### src/rtl/gpio_pad_pkg.sv
// Shared types and default parameters for the GPIO pad controller.
package gpio_pad_pkg;

    localparam int unsigned DefNumGpio    = 32;
    localparam int unsigned DefSyncStages = 2;
    localparam int unsigned DefFiltWidth  = 4;

    typedef enum logic [1:0] {
        GPIO_INPUT      = 2'd0,
        GPIO_PUSHPULL   = 2'd1,
        GPIO_OPENDRAIN  = 2'd2,
        GPIO_OPENSOURCE = 2'd3
    } gpio_mode_e;

    typedef enum logic {
        ARM_ST = 1'b0,
        RUN_ST = 1'b1
    } arm_state_e;

endpackage

### src/rtl/gpio_in_filter.sv
// One GPIO input channel: synchroniser, debounce counter and stable value.
// stable_o is the value stable takes at the next edge; stable_q_o is the current one.
module gpio_in_filter
    import gpio_pad_pkg::*;
#(
    parameter int unsigned SyncStages = DefSyncStages,
    parameter int unsigned FiltWidth  = DefFiltWidth
) (
    input  logic                 clk_i,
    input  logic                 rst_i,
    input  logic                 arm_i,
    input  logic                 filt_en_i,
    input  logic [FiltWidth-1:0] filt_len_i,
    input  logic                 pad_i,
    output logic                 stable_o,
    output logic                 stable_q_o
);

    logic [SyncStages-1:0] sync_q;
    logic                  sync;
    logic                  stable_q, stable_d;
    logic [FiltWidth-1:0]  cnt_q, cnt_d;
    logic [FiltWidth-1:0]  len_m1;

    assign sync = sync_q[SyncStages-1];

    // A length of 0 behaves as 1; >= keeps a shortened length from stalling the counter.
    always_comb begin
        stable_d = stable_q;
        cnt_d    = cnt_q;
        len_m1   = (filt_len_i == '0) ? '0 : filt_len_i - FiltWidth'(1);
        if (arm_i) begin
            stable_d = sync;
            cnt_d    = '0;
        end else if (!filt_en_i) begin
            stable_d = sync;
        end else if (sync == stable_q) begin
            cnt_d = '0;
        end else if (cnt_q >= len_m1) begin
            stable_d = sync;
            cnt_d    = '0;
        end else begin
            cnt_d = cnt_q + FiltWidth'(1);
        end
    end

    always_ff @(posedge clk_i) begin
        if (rst_i) begin
            sync_q   <= '0;
            stable_q <= 1'b0;
            cnt_q    <= '0;
        end else begin
            sync_q   <= {sync_q[SyncStages-2:0], pad_i};
            stable_q <= stable_d;
            cnt_q    <= cnt_d;
        end
    end

    assign stable_o   = stable_d;
    assign stable_q_o = stable_q;

endmodule

### src/rtl/croc_gpio_padctrl.sv
// GPIO pad controller: filtered inputs, sticky edge interrupts and pad output modes.
module croc_gpio_padctrl
    import gpio_pad_pkg::*;
#(
    parameter int unsigned NumGpio    = DefNumGpio,
    parameter int unsigned SyncStages = DefSyncStages,
    parameter int unsigned FiltWidth  = DefFiltWidth
) (
    input  logic                   clk_i,
    input  logic                   rst_i,
    input  logic [2*NumGpio-1:0]   mode_i,
    input  logic [NumGpio-1:0]     filt_en_i,
    input  logic [FiltWidth-1:0]   filt_len_i,
    input  logic [NumGpio-1:0]     rise_en_i,
    input  logic [NumGpio-1:0]     fall_en_i,
    input  logic [NumGpio-1:0]     irq_clr_i,
    input  logic [NumGpio-1:0]     gpio_out_i,
    output logic [NumGpio-1:0]     gpio_in_o,
    output logic [NumGpio-1:0]     irq_pend_o,
    output logic                   irq_o,
    output logic [NumGpio-1:0]     pad_c2p_o,
    output logic [NumGpio-1:0]     pad_c2p_en_o,
    input  logic [NumGpio-1:0]     pad_p2c_i
);

    localparam int unsigned ArmW = $clog2(SyncStages + 2);

    arm_state_e         state_q, state_d;
    logic [ArmW-1:0]    arm_cnt_q, arm_cnt_d;
    logic               arm;
    logic [NumGpio-1:0] stable_nxt, stable_cur;
    logic [NumGpio-1:0] set_c;
    logic [NumGpio-1:0] pend_q, pend_d;
    logic [NumGpio-1:0] c2p_q, c2p_d, en_q, en_d;

    // Hold off edge detection until the synchronisers carry real pad values.
    always_comb begin
        state_d   = state_q;
        arm_cnt_d = arm_cnt_q;
        if (state_q == ARM_ST) begin
            if (arm_cnt_q == ArmW'(SyncStages)) begin
                state_d = RUN_ST;
            end else begin
                arm_cnt_d = arm_cnt_q + ArmW'(1);
            end
        end
    end

    assign arm = (state_q == ARM_ST);

    for (genvar g = 0; g < NumGpio; g++) begin : g_chan
        gpio_in_filter #(
            .SyncStages (SyncStages),
            .FiltWidth  (FiltWidth)
        ) u_filt (
            .clk_i      (clk_i),
            .rst_i      (rst_i),
            .arm_i      (arm),
            .filt_en_i  (filt_en_i[g]),
            .filt_len_i (filt_len_i),
            .pad_i      (pad_p2c_i[g]),
            .stable_o   (stable_nxt[g]),
            .stable_q_o (stable_cur[g])
        );
    end

    // Set has priority over clear so an edge is never lost.
    always_comb begin
        set_c = '0;
        if (!arm) begin
            set_c = (stable_nxt & ~stable_cur & rise_en_i)
                  | (~stable_nxt & stable_cur & fall_en_i);
        end
        pend_d = set_c | (pend_q & ~irq_clr_i);
    end

    always_comb begin
        c2p_d = '0;
        en_d  = '0;
        for (int unsigned i = 0; i < NumGpio; i++) begin
            case (gpio_mode_e'(mode_i[2*i +: 2]))
                GPIO_INPUT: begin
                    en_d[i]  = 1'b0;
                    c2p_d[i] = 1'b0;
                end
                GPIO_PUSHPULL: begin
                    en_d[i]  = 1'b1;
                    c2p_d[i] = gpio_out_i[i];
                end
                GPIO_OPENDRAIN: begin
                    en_d[i]  = ~gpio_out_i[i];
                    c2p_d[i] = 1'b0;
                end
                GPIO_OPENSOURCE: begin
                    en_d[i]  = gpio_out_i[i];
                    c2p_d[i] = 1'b1;
                end
            endcase
        end
    end

    always_ff @(posedge clk_i) begin
        if (rst_i) begin
            state_q   <= ARM_ST;
            arm_cnt_q <= '0;
            pend_q    <= '0;
            c2p_q     <= '0;
            en_q      <= '0;
        end else begin
            state_q   <= state_d;
            arm_cnt_q <= arm_cnt_d;
            pend_q    <= pend_d;
            c2p_q     <= c2p_d;
            en_q      <= en_d;
        end
    end

    assign gpio_in_o    = stable_cur;
    assign irq_pend_o   = pend_q;
    assign irq_o        = |pend_q;
    assign pad_c2p_o    = c2p_q;
    assign pad_c2p_en_o = en_q;

endmodule
### config.mk
export PLATFORM = sky130hd
export DESIGN_NAME = croc_gpio_padctrl
export DESIGN_NICKNAME = d
export VERILOG_FILES = /design/src/rtl/gpio_pad_pkg.sv /design/src/rtl/gpio_in_filter.sv /design/src/rtl/croc_gpio_padctrl.sv
export SDC_FILE = /design/constraint.sdc
export NUM_CORES = 1
export LEC_CHECK = 0
export CORE_MARGIN = 4
export CORE_UTILIZATION = 55
export DETAILED_ROUTE_END_ITERATION = 12
export GPL_ROUTABILITY_DRIVEN = 0
export HOLD_SLACK_MARGIN = 0.03
export PLACE_DENSITY_LB_ADDON = 0.15
export SYNTH_ARGS = -nofsm -noshare
export SYNTH_HDL_FRONTEND = slang
export SYNTH_SLANG_ARGS = --single-unit
### constraint.sdc
create_clock -name clk_i -period 11.3 [get_ports clk_i]
set_input_delay 1.13 -clock clk_i [delete_from_list [all_inputs] [get_ports clk_i]]
set_output_delay 1.13 -clock clk_i [all_outputs]
set_load 0.005 [all_outputs]
==> results.tsv <==
metric	value	unit
setup_viol	0	
postCtsResizedCells	0	
synth-edff-count	0	
crit_path_max_fanout	32	
hold_path_startpoint	g_chan[11].u_filt.sync_q[0]	
design.final.nets	2668	
cts_hold_buf	0	
antenna_violating_nets_post_route	0	
post_route_cells_drive_above_1_share	0.0379	
multi_input_comb_area	9530	sq um
r2r_slack	8.77	ns
critical_path_arrival	4.28	ns
vdd_drop_max	0.000116	V
finalCriticalPeriod	3.88	ns
fp-row-count	63	
worst_pin_slew	0.982	ns
hpwl	34.7	mm
rsz0062_at_grt	false	
design_area	22200	sq um
worstReg2RegEnd	g_chan[30].u_filt.cnt_q[2]	
synth_top_cell_area_share	0.385	
count_of_max_cap_constraint_violations	0	
worst_r2r_path_depth	6	
status	finished, final reports clean	
post_synth_fa_ha_maj_area_fraction	0.120	
ys_dominant_reg_cell	sky130_fd_sc_hd__dfxtp_1	
first_pass_grt_wire_length	75.7	mm
timing.hold.worst_path_depth	1	
timing_hold_violations_final	0	
clock_tree.root_cell	sky130_fd_sc_hd__clkbuf_16	
grt_overflow_total	0	
worst_setup_path_end_kind	flip-flop	
synth-seq-area-share	0.385	
skew	0.0191	ns
clk_latency	0.52	ns
synth_area_leader_cell	sky130_fd_sc_hd__dfxtp_1	
wl	47.8	mm
die_area	33400	sq um
r2r-start	state_q	
synth.lib_cells_used.distinct	48	
postSynth.asyncResetShare	0	
p_leak	8.38	nW
max_freq	258	MHz
worst-setup-path-type	input port to flip-flop	
register_area	6470	sq um
timing.final.crit_share	0.343	
cts_setup_buffers	0	
port_buffers	390	
total_cell_area_at_the_placement_stage	20900	sq um
worstPathRequired	11.70	ns
avgViaCountPerCell	5.76	
dr_total_vias	15334	
postSynthAreaPerCell	8.89	sq um
power.density	131	nW/um^2
initial_antenna_violation_count	3	
floorplan.core_area	29900	sq um
syn-cell-area	16800	sq um
maximum_number_of_pins_on_one_net_before_global_route_repair	89	
numCtsBuffers	37	
cts_num_sinks	323	
initial_utilization	0.563	
synthesis.nets	2315	
cts_htree_levels	2	
synthesis.instances	1892	
post_drt_wl_per_cell	18.0	microns
yosys-top-cells-area	sky130_fd_sc_hd__dfxtp_1, sky130_fd_sc_hd__ha_1, sky130_fd_sc_hd__nor2b_1	
clock_path_buffers	3	
route.detailed.drc	0	
ys_ff_latch	323	
yosys_warnings	0	
n_fill_cell	2198	
area_delta_synth_final	31.9	%
setup_tns	0	ns
ios	391	
max_slew_margin	0.345	
post-layout-total-power	2.91	mW
fraction_of_synthesized_cell_area_in_xor_and_xnor_cells	0.0339	
drt-pass1-iter-count	5	
synth-simple-area-share	0.252	
compound_gate_fraction_of_synth_area	0.152	
via_count_of_the_first_global_routing_pass	15049	
tritoncts_clock_tree	yes	
holdPathEnd	g_chan[11].u_filt.sync_q[1]	
synth_top_family_by_area	simple AND/OR/NAND/NOR gates	
timing.critical_path.from_type	input port	
drt_iter0_markers	921	
die_height	183	microns
min_path_type	flip-flop to flip-flop	
timing.final.max_slew_violations	0	
die_w	183	microns
clkSlewWorstSetupHoldPaths	0.06	ns
total_routing_usage_reported_by_global_routing	0.273	
synth.mux.area_fraction	0.00655	
[final cells by class]
class,count,share of cell area
tap,390,0.0220
sequential,323,0.292
antenna,3,0.000339
inverter,107,0.0181
clock buffer,49,0.0493
multi-input combinational,1376,0.430
clock inverter,15,0.00942
timing repair buffer,400,0.179
[report_power, final]
part | leakage (nW) | internal, mW | switching (mW)
clock | 0.643 | 0.793 | 0.475
combinational | 5.10 | 0.213 | 0.226
sequential | 2.63 | 1.18 | 0.0244
total | 8.38 | 2.18 | 0.725
[how the worst max path moves through the flow]
stage | from | cells after the start | endpoint
final | filt_len_i[0] | 10 | g_chan[25].u_filt.cnt_q[3]
after global routing | filt_len_i[0] | 10 | g_chan[25].u_filt.cnt_q[3]
after CTS | filt_len_i[0] | 10 | g_chan[25].u_filt.cnt_q[3]
after detailed placement | filt_len_i[0] | 10 | g_chan[25].u_filt.cnt_q[3]
after global placement | filt_len_i[0] | 10 | g_chan[30].u_filt.cnt_q[3]
after floorplan | filt_len_i[1] | 6 | g_chan[0].u_filt.cnt_q[3]
[routing by layer]
layer	track usage	vias up	wire, microns
met5	0	-	0
met4	0.0933	0	1650
met3	0.0684	110	3600
met2	0.506	487	24100
met1	0.305	7254	18500
li1	-	7483	-
[worst max-delay path: stages]
cell and delay [ns]:
sky130_fd_sc_hd__clkdlybuf4s50_1 0.57, sky130_fd_sc_hd__or2_2 0.40, sky130_fd_sc_hd__nor3b_1 0.35, sky130_fd_sc_hd__a21oi_4 0.03
sky130_fd_sc_hd__buf_4 0.31, sky130_fd_sc_hd__ha_1 0.37, sky130_fd_sc_hd__o211ai_1 0.09, sky130_fd_sc_hd__o211ai_1 0.59
sky130_fd_sc_hd__nor4_1 0.13, sky130_fd_sc_hd__a211o_1 0.29
[Yosys cell counts (15+ instances only)]
library cell               number
sky130_fd_sc_hd__a21o_1        22
sky130_fd_sc_hd__ha_1         161
sky130_fd_sc_hd__a31oi_1       24
sky130_fd_sc_hd__nor3b_1       75
sky130_fd_sc_hd__nand2b_1      74
sky130_fd_sc_hd__o21ai_0       62
sky130_fd_sc_hd__or3_1         30
sky130_fd_sc_hd__clkbuf_1      40
sky130_fd_sc_hd__xnor2_1       51
sky130_fd_sc_hd__o32ai_1       21
sky130_fd_sc_hd__nor4_1        42
sky130_fd_sc_hd__a21oi_1       79
sky130_fd_sc_hd__nand2_1       89
sky130_fd_sc_hd__nor2b_1      128
sky130_fd_sc_hd__o211ai_1      63
sky130_fd_sc_hd__inv_1        107
sky130_fd_sc_hd__dfxtp_1      323
sky130_fd_sc_hd__nor2_1       172
sky130_fd_sc_hd__a32o_1        28
sky130_fd_sc_hd__buf_4         32
sky130_fd_sc_hd__nand3b_1      31
sky130_fd_sc_hd__nor3_1        27
sky130_fd_sc_hd__nand3_1       59
sky130_fd_sc_hd__nand4_1       27
sky130_fd_sc_hd__o32a_1        15
[placed cells by master (no fill, tap or decap), types with 8 or more instances in the layout]
| cell type | instances |
|---|---|
| sky130_fd_sc_hd__a211o_1 | 13 |
| sky130_fd_sc_hd__nor3_1 | 27 |
| sky130_fd_sc_hd__clkdlybuf4s50_1 | 389 |
| sky130_fd_sc_hd__nand3_1 | 59 |
| sky130_fd_sc_hd__nor4_1 | 42 |
| sky130_fd_sc_hd__dfxtp_1 | 323 |
| sky130_fd_sc_hd__nand4_1 | 27 |
| sky130_fd_sc_hd__or3_1 | 30 |
| sky130_fd_sc_hd__mux2i_1 | 11 |
| sky130_fd_sc_hd__clkbuf_8 | 8 |
| sky130_fd_sc_hd__nor2_1 | 171 |
| sky130_fd_sc_hd__o211ai_1 | 63 |
| sky130_fd_sc_hd__xor2_1 | 14 |
| sky130_fd_sc_hd__o32a_1 | 15 |
| sky130_fd_sc_hd__clkbuf_16 | 39 |
| sky130_fd_sc_hd__o21ai_0 | 62 |
| sky130_fd_sc_hd__a21oi_1 | 77 |
| sky130_fd_sc_hd__nand3b_1 | 31 |
| sky130_fd_sc_hd__o32ai_1 | 21 |
| sky130_fd_sc_hd__xnor2_1 | 51 |
| sky130_fd_sc_hd__nor2b_1 | 128 |
| sky130_fd_sc_hd__a21o_1 | 22 |
| sky130_fd_sc_hd__nand2b_1 | 73 |
| sky130_fd_sc_hd__a32o_1 | 28 |
| sky130_fd_sc_hd__nor3b_1 | 75 |
| sky130_fd_sc_hd__buf_4 | 10 |
| sky130_fd_sc_hd__o22a_1 | 9 |
| sky130_fd_sc_hd__o211a_1 | 11 |
| sky130_fd_sc_hd__o21a_1 | 8 |
| sky130_fd_sc_hd__ha_1 | 161 |
| sky130_fd_sc_hd__a31oi_1 | 24 |
| sky130_fd_sc_hd__inv_1 | 107 |
| sky130_fd_sc_hd__nand2_1 | 89 |
[flip-flops by register name (all words and copies together), names as in the netlist]
| signal | cells |
|---|---|
| g_chan.u_filt.cnt_q | 128 |
| g_chan.u_filt.sync_q | 64 |
| g_chan.u_filt.stable_q_o | 32 |
| irq_pend_o | 32 |
| pad_c2p_en_o | 32 |
| pad_c2p_o | 32 |
| arm_cnt_q | 2 |
| state_q | 1 |
[cells by family (layout without fill, tap and decap cells)]
family	Yosys count	after routing
simple gates	774	774
compound gates	365	365
flops	323	323
buf+inv	193	571
fa+ha+maj	161	161
xor+xnor	65	65
mux	11	11
other cells	0	3
[through the flow]
stage | utilization | cells | hold WS (ns) | setup slack [ns]
floorplan | - | 1892 | 0.414 | 6.63
global placement | 0.698 | 2596 | 0.417 | 7.08
detailed placement | 0.698 | 2596 | 0.420 | 6.96
CTS | 0.742 | 2660 | 0.437 | 7.47
global route | 0.742 | 2663 | 0.451 | 7.21
finish | 0.742 | 2663 | 0.435 | 7.42
Power figures use the tool's default switching activity.
